### config.mk
export PLATFORM = sky130hd
export DESIGN_NAME = mux_tree_cfg_n
export DESIGN_NICKNAME = d
export VERILOG_FILES = /design/src/rtl/fabric_cfg_pkg.sv /design/src/rtl/ccff_shift_reg.sv /design/src/rtl/mux_tree_cfg_n.sv
export SDC_FILE = /design/constraint.sdc
export NUM_CORES = 1
export LEC_CHECK = 0
export BUFFER_PORTS_ARGS = -buffer_cell sky130_fd_sc_hd__buf_2
export CELL_PAD_IN_SITES_DETAIL_PLACEMENT = 1
export CELL_PAD_IN_SITES_GLOBAL_PLACEMENT = 1
export CORE_MARGIN = 10
export CORE_UTILIZATION = 28
export DETAILED_ROUTE_END_ITERATION = 12
export PLACE_DENSITY = 0.68
export SYNTH_ARGS = -nofsm -noshare
export SYNTH_HDL_FRONTEND = slang
export SYNTH_HIERARCHICAL = 1
export SYNTH_SLANG_ARGS = --single-unit
### constraint.sdc
create_clock -name prog_clk -period 1.37 [get_ports prog_clk]
set_input_delay 0.137 -clock prog_clk [delete_from_list [all_inputs] [get_ports prog_clk]]
set_output_delay 0.137 -clock prog_clk [all_outputs]
set_load 0.005 [all_outputs]
### src/rtl/fabric_cfg_pkg.sv
// Shared constants and elaboration helpers for the configurable routing muxes and LUT/IO
// config blocks that sit on the global ccff chain.
package fabric_cfg_pkg;

    localparam int unsigned CCFF_LSB_FIRST = 1;
    localparam logic        CONST1_VAL     = 1'b1;

    function automatic int unsigned clog2(input int unsigned value);
        int unsigned r;
        r = 0;
        for (int i = 0; i < 32; i++) begin
            if ((33'd1 << i) < 33'(value)) begin
                r = i + 1;
            end
        end
        return r;
    endfunction

    // The tie-off code sits just past the last routed input.
    function automatic int unsigned const1_code(input int unsigned num_in);
        return num_in;
    endfunction

endpackage

### src/rtl/ccff_shift_reg.sv
// One slice of the serial configuration chain: a WIDTH-bit shift stage that advances while
// en is high and presents its outgoing bit as a registered tail.
module ccff_shift_reg
    import fabric_cfg_pkg::*;
#(
    parameter int unsigned WIDTH = 4
) (
    input  logic             prog_clk,
    input  logic             prog_rst_n,
    input  logic             head,
    input  logic             en,
    output logic             tail,
    output logic [WIDTH-1:0] q
);

    logic [WIDTH-1:0] r_q;
    logic [WIDTH-1:0] w_shifted;
    logic [WIDTH-1:0] w_q_next;

    generate
        if (WIDTH == 1) begin : g_single
            assign w_shifted = head;
            assign tail      = r_q[0];
        end else if (CCFF_LSB_FIRST != 0) begin : g_lsb_first
            assign w_shifted = {head, r_q[WIDTH-1:1]};
            assign tail      = r_q[0];
        end else begin : g_msb_first
            assign w_shifted = {r_q[WIDTH-2:0], head};
            assign tail      = r_q[WIDTH-1];
        end
    endgenerate

    always_comb begin
        w_q_next = r_q;
        if (en) begin
            w_q_next = w_shifted;
        end
    end

    always_ff @(posedge prog_clk or negedge prog_rst_n) begin
        if (!prog_rst_n) begin
            r_q <= '0;
        end else begin
            r_q <= w_q_next;
        end
    end

    assign q = r_q;

endmodule

### src/rtl/mux_tree_cfg_n.sv
// Self-configured routing mux: a ccff shift slice feeds an atomically committed select code
// that steers a binary 2:1 mux tree over NUM_IN inputs padded with constant-1 leaves.
module mux_tree_cfg_n
    import fabric_cfg_pkg::*;
#(
    parameter  int unsigned NUM_IN  = 9,
    parameter  int unsigned OUT_REG = 0,
    localparam int unsigned SEL_W   = clog2(NUM_IN + 1)
) (
    input  logic              prog_clk,
    input  logic              prog_rst_n,
    input  logic              ccff_head,
    input  logic              ccff_en,
    input  logic              cfg_commit,
    input  logic [NUM_IN-1:0] in,
    output logic              out,
    output logic              ccff_tail,
    output logic [SEL_W-1:0]  cfg_sel,
    output logic              cfg_err
);

    localparam int unsigned      LEAVES      = 1 << SEL_W;
    localparam logic [SEL_W-1:0] CONST1_CODE = SEL_W'(const1_code(NUM_IN));

    logic [SEL_W-1:0] w_shift;
    logic [SEL_W-1:0] r_active;
    logic             w_mux;

    ccff_shift_reg #(
        .WIDTH (SEL_W)
    ) u_ccff (
        .prog_clk   (prog_clk),
        .prog_rst_n (prog_rst_n),
        .head       (ccff_head),
        .en         (ccff_en),
        .tail       (ccff_tail),
        .q          (w_shift)
    );

    // Commit samples the pre-edge shift value, so a same-cycle shift never leaks in.
    always_ff @(posedge prog_clk or negedge prog_rst_n) begin
        if (!prog_rst_n) begin
            r_active <= CONST1_CODE;
        end else if (cfg_commit) begin
            r_active <= w_shift;
        end
    end

    assign cfg_sel = r_active;
    assign cfg_err = (r_active > CONST1_CODE);

    // Level 0 holds the leaves; level l halves the width using select bit l-1.
    generate
        for (genvar l = 0; l <= SEL_W; l++) begin : g_lvl
            logic [(LEAVES >> l)-1:0] w_node;
            if (l == 0) begin : g_leaf
                for (genvar k = 0; k < LEAVES; k++) begin : g_k
                    if (k < NUM_IN) begin : g_in
                        assign w_node[k] = in[k];
                    end else begin : g_pad
                        assign w_node[k] = CONST1_VAL;
                    end
                end
            end else begin : g_mux
                for (genvar j = 0; j < (LEAVES >> l); j++) begin : g_j
                    assign w_node[j] = r_active[l-1] ? g_lvl[l-1].w_node[2*j+1]
                                                     : g_lvl[l-1].w_node[2*j];
                end
            end
        end
    endgenerate

    assign w_mux = g_lvl[SEL_W].w_node[0];

    generate
        if (OUT_REG != 0) begin : g_oreg
            logic r_out;
            always_ff @(posedge prog_clk or negedge prog_rst_n) begin
                if (!prog_rst_n) begin
                    r_out <= CONST1_VAL;
                end else begin
                    r_out <= w_mux;
                end
            end
            assign out = r_out;
        end else begin : g_ocomb
            assign out = w_mux;
        end
    endgenerate

endmodule

# Word level (Yosys, flattened, before mapping)
# Cells that the tools add are included.
# Widths: inputs -> output; s select.
# word_totals
latchBits	0
ram_bits	0
regBits	8
memories	0
out_inout_bits	7
romBits	0
# op_classes
eq_ne	0
shift	0
bitwise	0
n_mux	11
reduce_logical	0
n_div	0
n_lt_le_gt_ge	1
n_mul	0
addsub	0
# op_table
cell	n
$mux 1	11
$gt 4x4->1 const B	1

# Logic depth before layout (Yosys ltp)
# depth
word_depth	4
ltp_mapped	3
mapped_depth_nobuf	3

# Cells and area by module
# The synthesis kept the hierarchy.
# modules_own_cells
mod	area_each_um2	instances	cells_each
mux_tree_cfg_n	252.7	1	19
ccff_shift_reg	152.6	1	9

# Worst setup path after synthesis
# No wires, ideal clock.
# synth_path
path_type	register to output
startpoint	register r_active[0], in the netlist cfg_sel[0]
endpoint	output out
path_buffers	0
stages_incl_launch_ff	4
t_arrival_ns	1.294
setup_slack_ns	-0.061
cell_sequence	dfstp_2 > mux4_2 > nor3b_2 > nor4_2
# synth_between
elab_chain_cells	4
word_cells_on_any_way	11
cone_classes	11 x mux
# synth_rtl
element	line	source
from (decl)	mux_tree_cfg_n.sv:26	logic [SEL_W-1:0] r_active;
from (signal assigned)	mux_tree_cfg_n.sv:45	r_active <= w_shift;
$mux 1 (3 in series)	mux_tree_cfg_n.sv:66	assign w_node[j] = r_active[l-1] ? g_lvl[l-1].w_node[2*j+1]
$mux 1 *	mux_tree_cfg_n.sv:66	
to (decl)	mux_tree_cfg_n.sv:16	output logic out,
# Mark *: on every way between the ends. The rest lies on a longest branch, timed or not.

# Worst setup path after layout
# Ends and elaborated chain as after synthesis.

==> metrics.md <==
| Metric | Value |
|---|---|
| Status | `finished with violations` |
| Violated checks | `setup timing` |
| Chip height | `approximately 58 µm` |
| Leakage Power | `~0.27 nW` |
| Antenna-violating nets left | `0` |
| Simple-gate area share of the yosys netlist | `13.3%` |
| Number of global-route vias before repair | `about 360` |
| Max-cap violations | `0` |
| Insertion delay to the later sink of the worst-skew pair | `around 0.25 ns` |
| HP Start | `ccff_head` |
| Post-synth design cell area | `between 400 and 500 µm²` |
| CTS Buf Count | `3` |
| Final WL | `around 1200 µm` |
| # DRC | `0` |
| Port Buffers | `20` |
| Cells along the critical path | `mux4_2, nor3b_2, nor4_2, buf_2` |
| Critical path startpoint | `cfg_sel[0]` |
| Count leader, synth | `dfrtp_1` |
| CP Launch Type | `flop` |
| Worst Setup End Kind | `output pin` |
| FILL cells | `about 150` |
| Clock skew | `around 0.00032 ns` |
| DR WL/cell | `~17 µm` |
| Max Transition Viols Final | `0` |
| CP Class | `reg2out` |
| Worst path arrival time | `1.68 ns` |
| Starting Density | `a little under a third` |
| Seq cells post-synth | `8` |
| Share of cells above drive strength 1 | `roughly two thirds` |
| Drt initial violations | `0` |
| Post-Synthesis Net Count | `42` |
| RSZ-0062 raised after global routing | `yes` |
| Clock sink total | `8` |
| Final worst setup slack | `-0.444 ns` |
| Min-delay worst type | `in2reg` |
| CTS root buffer | `clkbuf_4` |
| Fraction of registers with async set/reset | `100%` |
| Slew at the pin closest to its max-slew limit | `around 0.32 ns` |
| Gr ovfl total | `0` |
| Worst path slowest cell | `dfstp_2` |
| Final Hold Fails | `0` |
| Core outline area | `0.00133 mm²` |
| CTS H-tree depth | `1` |
| Post-CTS setup buffer count | `0` |
| Synth Flop Type | `dfrtp_1` |
| Crit path buf inv count | `1` |
| Largest net degree at the start of global routing | `9` |
| Area contributors post-synth | `dfrtp_1 37%, mux2_2 14%, dfstp_2 13%` |
| Clock Path Buffers | `2` |
| Syn Area/Cell | `14.5 µm²` |
| Cells after Synth | `28` |
| Placed cell areas | `about 530 µm²` |
| Final Power | `0.000756 W` |
| CTS tree | `done` |
| Global-route wire length before repair | `about 1800 µm` |
| Die footprint | `approximately 0.0034 mm²` |
| RePlAce Congestion | `around 0.70` |
| Worst path required time | `1.23 ns` |
| Antenna violations before repair | `0` |
| 1st-pass router iterations | `1` |
| CP top delay family | `flip-flops` |
| CP peak stage delay | `approximately 0.55 ns` |
| Nets | `just under 70` |
| Netlist cell types | `14` |
| Post-route clock period utilization | `132%` |
| Area Growth Syn to Fin | `39.2%` |
| PostCTS Resize Cnt | `0` |
| Largest family of logic cells by synthesized area | `multiplexers` |
| Synth Area in Adders | `0%` |
| Compound-Gate Fraction of Synth Area | `1.85%` |
| Crit Path Max Fanout | `2` |
| Antenna Cells | `0` |
| Normalized max-slew margin | `78.5%` |
| RR Startpoint | `cfg_sel[1]` |
| PD cells | `between 1000 and 1500 mW/mm²` |
| Peak supply drop | `around 0.67 mV` |
| Die W | `around 58 µm` |
| Layout Utilization | `about 42%` |
| Synth Area in XOR/XNOR | `0%` |
| GRT Resource Usage Total | `about 7.0%` |
| Num rows | `13` |
| CTS clk-pin slew, worst paths | `around 0.050 ns` |
| F_max | `551 MHz` |
| Yosys top cell area share | `between 30% and 40%` |
| Post-synth top cells | `6 x dfrtp_1, 5 x mux2_2, 4 x mux2_1` |
| Setup Viol. Count Final | `1` |
| Vias | `336` |
| Final Cell Area | `between 500 and 600 µm²` |
| Num ports | `21` |
| EDFF count, synth | `0` |
| Sequential area share after synthesis | `50.0%` |
| Yosys top cell by area | `dfrtp_1` |
| Yosys warning count | `6` |
| Period minus WS final | `roughly 1.8 ns` |
| Vias/cell | `between 4 and 5` |
| Post-synthesis mux area share | `~33%` |
sequential cells by signal, indices dropped and copies added (netlist names):
name      cells
u_ccff/q      4
cfg_sel       4
layer usage:
| metal | share of wire (%) | GRT usage [%] | vias up | routed length [µm] |
|---|---|---|---|---|
| met5 | 0 | 0 | - | 0 |
| met4 | 1.3 | 5.03 | 0 | 15 |
| met2 | 45 | 11.2 | 19 | 520 |
| met3 | 13 | 4.36 | 2 | 153 |
| li1 | - | - | 156 | - |
| met1 | 40 | 6.36 | 159 | 465 |
worst paths after layout:
path / end / slack [ns] / cells past startpoint
max: out / -0.44 / 4
min: u_ccff/q[3] / 0.12 / 2
max reg2reg: cfg_sel[1] / 0.37 / 2
min reg2reg: cfg_sel[1] / 0.52 / 1
max in group asynchronous: cfg_sel[3] / 0.86 / 2
min in group asynchronous: u_ccff/q[0] / 0.28 / 2
cells by family (layout without fill, tap and decap cells):
logic type	count (synthesis)	after routing
muxes	11	11
DFF	8	8
and+or+nand+nor	7	7
AOI/OAI and AO/OA	1	1
buffers and inverters	1	26
layout by cell type (no fill, tap or decap), drive strengths merged:
master / instances
nor3b: 1
dfstp: 2
and2: 1
nor2: 1
mux2i: 1
buf: 22
mux2: 9
clkbuf: 3
o21a: 1
mux4: 1
nor4: 3
dfrtp: 6
and3: 1
dlygate4sd3: 1
what timing repair did:
action | in CTS | in global routing
gates cloned | 0 | 0
pin swaps | 0 | 0
endpoints found under the hold margin | 8 | 0
hold buffers | 1 | 0
endpoints found under the setup margin | 1 | 1
report_power, final:
part | internal (W) | switching, W | total [W]
Clock | 0.000100 | 0.0000775 | 0.000178
Combinational | 0.000145 | 0.0000853 | 0.000230
Sequential | 0.000294 | 0.0000549 | 0.000349
Total | 0.000539 | 0.000218 | 0.000756
through the flow:
step,std cells,setup TNS [ns],setup slack (ns),hold WS [ns]
final,68,-0.444,-0.444,0.119
after global routing,68,-0.537,-0.537,0.101
after CTS,68,-0.459,-0.459,0.108
after detailed placement,64,-0.181,-0.181,-0.0150
after global placement,64,-0.155,-0.155,-0.0146
after floorplan,28,-0.0612,-0.0612,-0.159
layout make-up:
class / instances / area [µm²] / share of cell area [%]
Sequential cell: 8 / 203 / 35.9
Tap cell: 15 / 18.8 / 3.33
Clock buffer: 3 / 22.5 / 3.99
Timing Repair Buffer: 23 / 125 / 22.2
Multi-Input combinational cell: 19 / 195 / 34.6
Note: power is estimated with default switching activity, not from simulation.
